<file path="src/rtl/gray_pkg.sv">
// gray_pkg: shared helpers for the Gray symbol mapper and its demapper.
//   bits_per_sym() : symbol width K for a given constellation size
//   bin2gray()     : binary-reflected Gray encode, b ^ (b >> 1)
//   sym_wide_t     : widest symbol carried through the helpers; callers
//                    zero-extend into it and truncate back to K bits.
package gray_pkg;

  localparam int MAX_SYM_W = 32;

  typedef logic [MAX_SYM_W-1:0] sym_wide_t;

  function automatic int bits_per_sym(input int mod_order);
    return $clog2(mod_order);
  endfunction

  localparam int DEFAULT_MOD_ORDER = 16;
  localparam int DEFAULT_SYM_W     = bits_per_sym(DEFAULT_MOD_ORDER);

  typedef logic [DEFAULT_SYM_W-1:0] sym_t;

  function automatic sym_wide_t bin2gray(input sym_wide_t b);
    return b ^ (b >> 1);
  endfunction

endpackage

</file>
<file path="src/rtl/bin2gray_mapper_packer.sv">
// sym_packer: serial-to-parallel packer for the Gray mapper.
// Shifts accepted bits in MSB first, counts them in fill, and raises
// done combinationally on the cycle whose bit completes a K-bit symbol
// (or, with BIN2GRAY_FLUSH_EN, when a partial symbol is flushed). sym is
// the binary symbol that the top registers on that same edge.
//   clk, rst  : clock, asynchronous active-high reset
//   bit_in    : serial bit, accepted when bit_dv=1
//   flush     : pad and emit a partial symbol (BIN2GRAY_FLUSH_EN only)
//   sym       : packed binary symbol, meaningful when done=1
//   done      : symbol completes on this cycle's edge
//   fill      : bits currently held toward the next symbol (0..K-1)
module sym_packer
  import gray_pkg::*;
#(
  parameter int K = 4
) (
  input  logic             clk,
  input  logic             rst,
  input  logic             bit_in,
  input  logic             bit_dv,
`ifdef BIN2GRAY_FLUSH_EN
  input  logic             flush,
`endif
  output logic [K-1:0]     sym,
  output logic             done,
  output logic [$clog2(K):0] fill
);

  localparam int FILL_W = $clog2(K) + 1;

  logic [K-1:0]      sr_q, sr_d;
  logic [FILL_W-1:0] fill_q, fill_d;
  logic [K-1:0]      shifted;
  logic              last;

  // With K=1 there is no history to keep: the incoming bit is the symbol.
  generate
    if (K == 1) begin : g_k1
      assign shifted = bit_in;
    end else begin : g_kn
      assign shifted = {sr_q[K-2:0], bit_in};
    end
  endgenerate

  assign last = (fill_q == FILL_W'(K - 1));

`ifdef BIN2GRAY_FLUSH_EN
  logic [K-1:0] held;
  int           held_n;
`endif

  always_comb begin
    // NOTE: every signal written here gets a default first so no path
    // leaves it unassigned, which would otherwise infer a latch.
    sr_d   = sr_q;
    fill_d = fill_q;
    sym    = shifted;
    done   = 1'b0;

    if (bit_dv) begin
      sr_d = shifted;
      if (last) begin
        done   = 1'b1;
        fill_d = '0;
      end else begin
        fill_d = fill_q + 1'b1;
      end
    end

`ifdef BIN2GRAY_FLUSH_EN
    // A same-cycle bit is taken first; if it completed the symbol there is
    // nothing left to pad.
    held   = bit_dv ? shifted : sr_q;
    held_n = bit_dv ? int'(fill_q) + 1 : int'(fill_q);
    if (flush && !done && held_n > 0) begin
      // The held bits sit in the LSBs; shifting them up to the MSBs both
      // drops stale history and zero-pads the remaining positions.
      sym    = held << (K - held_n);
      done   = 1'b1;
      fill_d = '0;
    end
`endif
  end

  // NOTE: state registers use non-blocking assignments so every flop
  // samples the pre-edge values regardless of statement order.
  always_ff @(posedge clk or posedge rst) begin
    if (rst) begin
      sr_q   <= '0;
      fill_q <= '0;
    end else begin
      sr_q   <= sr_d;
      fill_q <= fill_d;
    end
  end

  assign fill = fill_q;

endmodule

</file>
<file path="src/rtl/bin2gray_mapper.sv">
// bin2gray_mapper: transmit-side symbol mapper. Packs a serial bit stream
// MSB first into K = log2(MODULATION_ORDER) bit symbols, Gray-encodes each
// and emits it with a one-cycle o_dv strobe. No backpressure.
// Optional feature macro: BIN2GRAY_FLUSH_EN adds i_flush, which zero-pads
// and emits a partial symbol.
//   clk, rst   : clock, asynchronous active-high reset
//   binary_bit : serial data bit, valid when i_dv=1
//   i_dv       : input bit valid
//   i_flush    : pad and emit a partial symbol (BIN2GRAY_FLUSH_EN only)
//   gray_code  : Gray-coded symbol, holds between strobes
//   o_dv       : one-cycle strobe marking a new gray_code
//   fill       : bits currently held toward the next symbol
//   sym_cnt    : emitted-symbol count, wraps modulo 2^CNT_W
module bin2gray_mapper
  import gray_pkg::*;
#(
  parameter  int MODULATION_ORDER = 16,
  parameter  int CNT_W            = 16,
  localparam int K                = bits_per_sym(MODULATION_ORDER)
) (
  input  logic               clk,
  input  logic               rst,
  input  logic               binary_bit,
  input  logic               i_dv,
`ifdef BIN2GRAY_FLUSH_EN
  input  logic               i_flush,
`endif
  output logic [K-1:0]       gray_code,
  output logic               o_dv,
  output logic [$clog2(K):0] fill,
  output logic [CNT_W-1:0]   sym_cnt
);

  generate
    if (MODULATION_ORDER < 2 ||
        (MODULATION_ORDER & (MODULATION_ORDER - 1)) != 0) begin : g_bad_order
      $error("bin2gray_mapper: MODULATION_ORDER must be a power of two >= 2");
    end
  endgenerate

  logic [K-1:0]     sym;
  logic             done;
  logic [K-1:0]     gray_code_q, gray_code_d;
  logic             o_dv_q, o_dv_d;
  logic [CNT_W-1:0] sym_cnt_q, sym_cnt_d;

  sym_packer #(.K(K)) u_packer (
    .clk    (clk),
    .rst    (rst),
    .bit_in (binary_bit),
    .bit_dv (i_dv),
`ifdef BIN2GRAY_FLUSH_EN
    .flush  (i_flush),
`endif
    .sym    (sym),
    .done   (done),
    .fill   (fill)
  );

  always_comb begin
    gray_code_d = gray_code_q;
    o_dv_d      = 1'b0;
    sym_cnt_d   = sym_cnt_q;
    if (done) begin
      gray_code_d = K'(bin2gray(sym_wide_t'(sym)));
      o_dv_d      = 1'b1;
      sym_cnt_d   = sym_cnt_q + 1'b1;
    end
  end

  always_ff @(posedge clk or posedge rst) begin
    if (rst) begin
      gray_code_q <= '0;
      o_dv_q      <= 1'b0;
      sym_cnt_q   <= '0;
    end else begin
      gray_code_q <= gray_code_d;
      o_dv_q      <= o_dv_d;
      sym_cnt_q   <= sym_cnt_d;
    end
  end

  assign gray_code = gray_code_q;
  assign o_dv      = o_dv_q;
  assign sym_cnt   = sym_cnt_q;

endmodule

</file>
<file path="config.mk">
export PLATFORM = sky130hd
export DESIGN_NAME = bin2gray_mapper
export DESIGN_NICKNAME = d
export VERILOG_FILES = /design/src/rtl/gray_pkg.sv /design/src/rtl/bin2gray_mapper_packer.sv /design/src/rtl/bin2gray_mapper.sv
export SDC_FILE = /design/constraint.sdc
export NUM_CORES = 1
export LEC_CHECK = 0
export ABC_AREA = 0
export CORE_MARGIN = 2
export CORE_UTILIZATION = 33
export CTS_BUF_LIST = sky130_fd_sc_hd__clkbuf_16
export DETAILED_ROUTE_END_ITERATION = 8
export HOLD_SLACK_MARGIN = 0.12
export PLACE_DENSITY = 0.58
export SLEW_MARGIN = 20
export SYNTH_ARGS = -nofsm -noshare
export SYNTH_HDL_FRONTEND = slang
export SYNTH_HIERARCHICAL = 1
export SYNTH_SLANG_ARGS = --single-unit
</file>
<file path="constraint.sdc">
create_clock -name clk -period 3.6 [get_ports clk]
set_input_delay 0.72 -clock clk [delete_from_list [all_inputs] [get_ports clk]]
set_output_delay 0.72 -clock clk [all_outputs]
set_load 0.1 [all_outputs]
</file>
==> results of run 1 <==
[metal layers]
metal  up-vias  GRT usage
li1        385          -
met1       370      0.173
met2        19      0.197
met3         2     0.0347
met4         0     0.0319
met5         -          0
[stage by stage]
stage	area, um^2	cells
after CTS	1620	175
after detailed placement	1540	171
after global placement	1540	171
after floorplan	1230	97
final	1620	175
after global routing	1620	175
[sequential cells by signal (all words and copies together), names as in the netlist]
register and flops:
sym_cnt 16, u_packer/sr_q 3, u_packer/fill 3, o_dv 1, gray_code 4
[where the power goes]
part	switching, mW	internal, mW
clock	0.0952	0.148
combinational	0.512	0.167
sequential	0.0716	0.367
[final cells by class]
| type | count | area share |
|---|---|---|
| clock buffer | 3 | 0.0463 |
| clock inverter | 1 | 0.00231 |
| inverter | 4 | 0.00926 |
| multi-input combinational | 63 | 0.316 |
| sequential | 27 | 0.417 |
| tap | 48 | 0.0370 |
| timing repair buffer | 29 | 0.173 |
[kinds of logic (layout without fill, tap and decap cells)]
family	count (synthesis)	after routing
compound gates	4	4
xor+xnor	18	18
fa+ha+maj	2	2
buf+inv	7	37
flops	27	27
mux	6	6
simple gates	33	33
[worst max-delay path by stage]
stage	start	end	slack (ps)	cells past startpoint
final	sym_cnt[4]	sym_cnt[4]	980	1
after global routing	sym_cnt[4]	sym_cnt[4]	910	1
after CTS	sym_cnt[4]	sym_cnt[4]	970	1
after detailed placement	i_dv	sym_cnt[14]	990	7
after global placement	i_dv	sym_cnt[14]	1060	7
after floorplan	u_packer/fill[0]	sym_cnt[13]	1250	6
[cell usage in the layout (no fill, tap or decap), types with 4 or more instances in the layout]
cell             count
nor2_1               7
mux2_4               4
buf_4                4
dfrtp_1             27
nand2_1              5
xnor2_1              8
nor3_1               4
nor4_2               4
xor2_1              10
clkdlybuf4s50_1     25
inv_1                5
==> results.toml, run 1 <==
[sta]
min_period_ps = 2620
hold_violations = 0
fin_ws_ps = 977
finalSetupViolCount = 0
fin_tns_setup_ps = 0
tightest_slew_ps = 984
maxSlewViolCount = 0
fin_hold_ws_ps = 471
fin_crit_sh = 0.729
max_freq_ghz = 0.381
rsz0062_at_grt = "no"
clock_skew_ps = 2.48
relSlewSlack = 0.342

[floorplan]
num_rows = 22
die_area_um2 = 4220
start_util = 0.340
die_h_um = 65.0
core_um2 = 3610
die_x_um = 65.0
num_io_pins = 28

[clock_tree]
cts.sinks = 27
cts_buffers = 3
post_cts_resized = 0
clockRootBuffer = "clkbuf_16"
insertion_delay_ps = 250
clockBufferDepth = 2
postCtsHoldBufs = 0
post_cts_buffers = 0
cts_tree = "yes"
clk_pin_slew_ps = 60
htree_levels = 1

[logic_synthesis]
yosysUniqueCellTypes = 23
synth_compound_area_frac = 0.0163
syn-mean-instance-area_um2 = 12.6
yosysWarningCount = 6
ys_seq_area_frac = 0.551
synthSimpleGateAreaFrac = 0.185
synthTopCellsByCount = "dfrtp_1, xor2_1, xnor2_1"
synth_mux_area_frac = 0.0673
synth_edf_count = 0
synth_ff_type = "dfrtp_1"
synth_cells = 97
synth.area.top_cells = "dfrtp_1, xor2_1, xnor2_1"
synth_nets = 103
ys_ff_latch = 27
synth_top_family_by_area = "simple AND/OR/NAND/NOR gates"
synth_fa_ha_area_frac = 0.0204
synth_most_common_cell = "dfrtp_1"
syn-cell-area_um2 = 1230
netlist.top_cell.by_area = "dfrtp_1"
synth.top_cell.area_share = 0.551
synth_xor_area_frac = 0.129
synthArstFlopShare = 1.00

[hold_path]
min_from = "sym_cnt[15]"
worstHoldPathCells = 1
whs_endpoint = "sym_cnt[15]"
hold_class = "flop to flop"

[routing]
met2RoutedLength_um = 1040
post-route-drc-count = 0
avgViaCountPerCell = 4.43
highest_layer = "met4"
via_count = 776
drt-met1-wl_um = 995
drt_iter0_markers = 10
wl_um = 2170
wl_per_cell_um = 12.4
wl_met3_um = 115
firstDrtPassIters = 3
ant_nets = 0

[layout]
n_antenna_cell = 0
fillers = 344
post-route-util = 0.450
seqCellArea_um2 = 676
area_growth_pct = 32.2
multi_input_area_um2 = 512
nNetsFinal = 134
final_layout_size_suffix_gt1_frac = 0.142

[worst_setup_path]
cp.required_ps = 2880
r2r_slack_ps = 1900
cp_slowest_stage_delay_ps = 1180
crit_chain = "clkdlybuf4s50_1"
crit_buf_inv = 1
path_max_fanout = 5
reg2reg_to = "sym_cnt[14]"
cp.arrival_ps = 1900
cp-end-kind = "primary output"
path_class = "flop to primary output"
cpMaxStageDelayCell = "clkdlybuf4s50_1"
r2r-start = "u_packer/fill[0]"
critPathLaunchType = "flop"
cp_top_family = "buffers and inverters"
r2r_cells = 7

[power_and_ir_drop]
power_density_nw_per_um2 = 839
p_leak_nw = 0.741
ir_drop_mv = 0.539
power.total_mw = 1.36

[grt]
grt_overflow = 0
grt_start_max_net_pins = 22
grt_pass1_vias = 875
grt_first_pass_wirelength_um = 4130
grt_antenna_before_repair = 0
track_usage = 0.126

[run]
maxCapViolations = 0

[placement]
dp_hpwl_um = 1610
numPortBuffers = 27
place_ws_ps = 995
globalplace.congestion = 0.743

[status]
status = "finished clean"
Note: power is estimated with default switching activity, not from simulation.
==> run 2: changes to the inputs <==
Settings changed: PLACE_DENSITY 0.58 to 0.61.
Clock period 3.6 ns to 2.1 ns, I/O delays scaled along.
==> results.toml, run 2 (synthesis gave the netlist of run 1 again) <==
[grt]
grt_overflow = 0
grt_first_pass_wirelength_um = 3640
grt_antenna_before_repair = 0
grt_start_max_net_pins = 22
track_usage = 0.110
grt_pass1_vias = 804

[status]
status = "finished clean"

[run]
maxCapViolations = 0

[power_and_ir_drop]
p_int_mw = 1.17
seqPwrFrac = 0.327
p_leak_nw = 0.783
comb_power_share = 0.496
power_density_nw_per_um2 = 1460
clkPwrFrac = 0.177
switching_share = 0.499
ir_drop_mv = 0.880
p_switching_mw = 1.16
power.total_mw = 2.33

[sta]
max_freq_ghz = 0.599
min_period_ps = 1670
clock_skew_ps = 1.96
tightest_slew_ps = 316
fin_hold_ws_ps = 408
relSlewSlack = 0.790
fin_tns_setup_ps = 0
fin_crit_sh = 0.795
finalSetupViolCount = 0
rsz0062_at_grt = "no"
maxSlewViolCount = 0
hold_violations = 0

[clock_tree]
post_cts_resized = 0
cts_tree = "yes"
clk_pin_slew_ps = 60
clockBufferDepth = 2
clockRootBuffer = "clkbuf_16"
cts_buffers = 3
postCtsHoldBufs = 0
cts.sinks = 27
post_cts_buffers = 0
htree_levels = 1
insertion_delay_ps = 250

[layout]
largest_reg_flops = 16
area_growth_pct = 30.2
layout_commonest_cell = "buf_4"
fillers = 345
nNetsFinal = 136
final_cell_mix = "buf_4, dfrtp_1, xor2_1"
n_antenna_cell = 0
final_layout_size_suffix_gt1_frac = 0.341
fin_cells = 177

[worst_setup_path]
path_max_fanout = 5
cp.arrival_ps = 1850
cp.required_ps = 2280
path_class = "input pin to flop"
critPathLaunchType = "input pin"
cp-end-kind = "flop"

[routing]
avgViaCountPerCell = 4.54
via_count = 803
wl_per_cell_um = 11.6
post-route-drc-count = 0
wl_um = 2060
drt_iter0_markers = 29
ant_nets = 0
firstDrtPassIters = 4

[floorplan]
num_io_pins = 28
num_rows = 22
die_area_um2 = 4220
die_x_um = 65.0
start_util = 0.340
die_h_um = 65.0
core_um2 = 3610

[placement]
placedCellCount = 173
numPortBuffers = 27
dp_hpwl_um = 1600
globalplace.congestion = 0.675

[hold_path]
hold_class = "input pin to asynchronous set/reset pin"
## run 2: cell count changes in the layout (fill, tap and decap cells not counted), sizes merged
cell,before,now
buf,4,28
clkdlybuf4s50,25,3
## run 2: cell type report
| class | count | area [um^2] | share of cell area |
|---|---|---|---|
| tap | 48 | 60.1 | 0.0376 |
| multi-input combinational | 63 | 512 | 0.321 |
| clock buffer | 3 | 75.1 | 0.0470 |
| inverter | 4 | 15.0 | 0.00940 |
| clock inverter | 1 | 3.75 | 0.00235 |
| sequential | 27 | 678 | 0.425 |
| timing repair buffer | 31 | 253 | 0.158 |
## run 2: power groups by stage
| stage | Sequential [mW] | Combinational [mW] | Clock, mW |
|---|---|---|---|
| 6_report | 0.763 | 1.15 | 0.413 |
| 3_5_place_dp | 0.775 | 1.17 | 0 |
| 5_1_grt | 0.783 | 1.20 | 0.450 |
| 3_3_place_gp | 0.766 | 1.16 | 0 |
| 4_1_cts | 0.767 | 1.17 | 0.424 |
| 2_1_floorplan | 1.47 | 0.201 | 0 |
## run 2: final timing paths
| kind | depth (start not counted) | start | end | slack (ps) |
|---|---|---|---|---|
| setup / recovery | 7 | i_dv | sym_cnt[14] | 430 |
| hold / removal | 2 | rst | u_packer/sr_q[0] | 410 |
| setup reg to reg | 7 | u_packer/fill[0] | sym_cnt[14] | 520 |
| hold reg to reg | 1 | sym_cnt[15] | sym_cnt[15] | 470 |
| max in group asynchronous | 3 | rst | sym_cnt[4] | 1350 |
| min in group clk | 1 | sym_cnt[15] | sym_cnt[15] | 470 |
## run 2: through the flow
step | area [um^2] | setup WS, ps | utilization
after CTS | 1600 | 397 | 0.443
final | 1600 | 429 | 0.443
after global placement | 1520 | 171 | 0.421
after floorplan | 1230 | 43.5 | -
after global routing | 1600 | 273 | 0.443
after detailed placement | 1520 | 143 | 0.421
## run 2: metal layers
metal,GRT usage,vias to the layer above,share of wire
met5,0,-,0
met4,0.0160,0,0.0039
li1,-,393,-
met1,0.139,392,0.44
met2,0.189,16,0.51
met3,0.0313,2,0.046
## run 2: critical path, cell delays in order
cell,delay [ps]
clkdlybuf4s50_1,480
nand2_1,60
nor2_1,90
buf_4,150
nand3_2,140
nor4_2,330
xor2_1,170
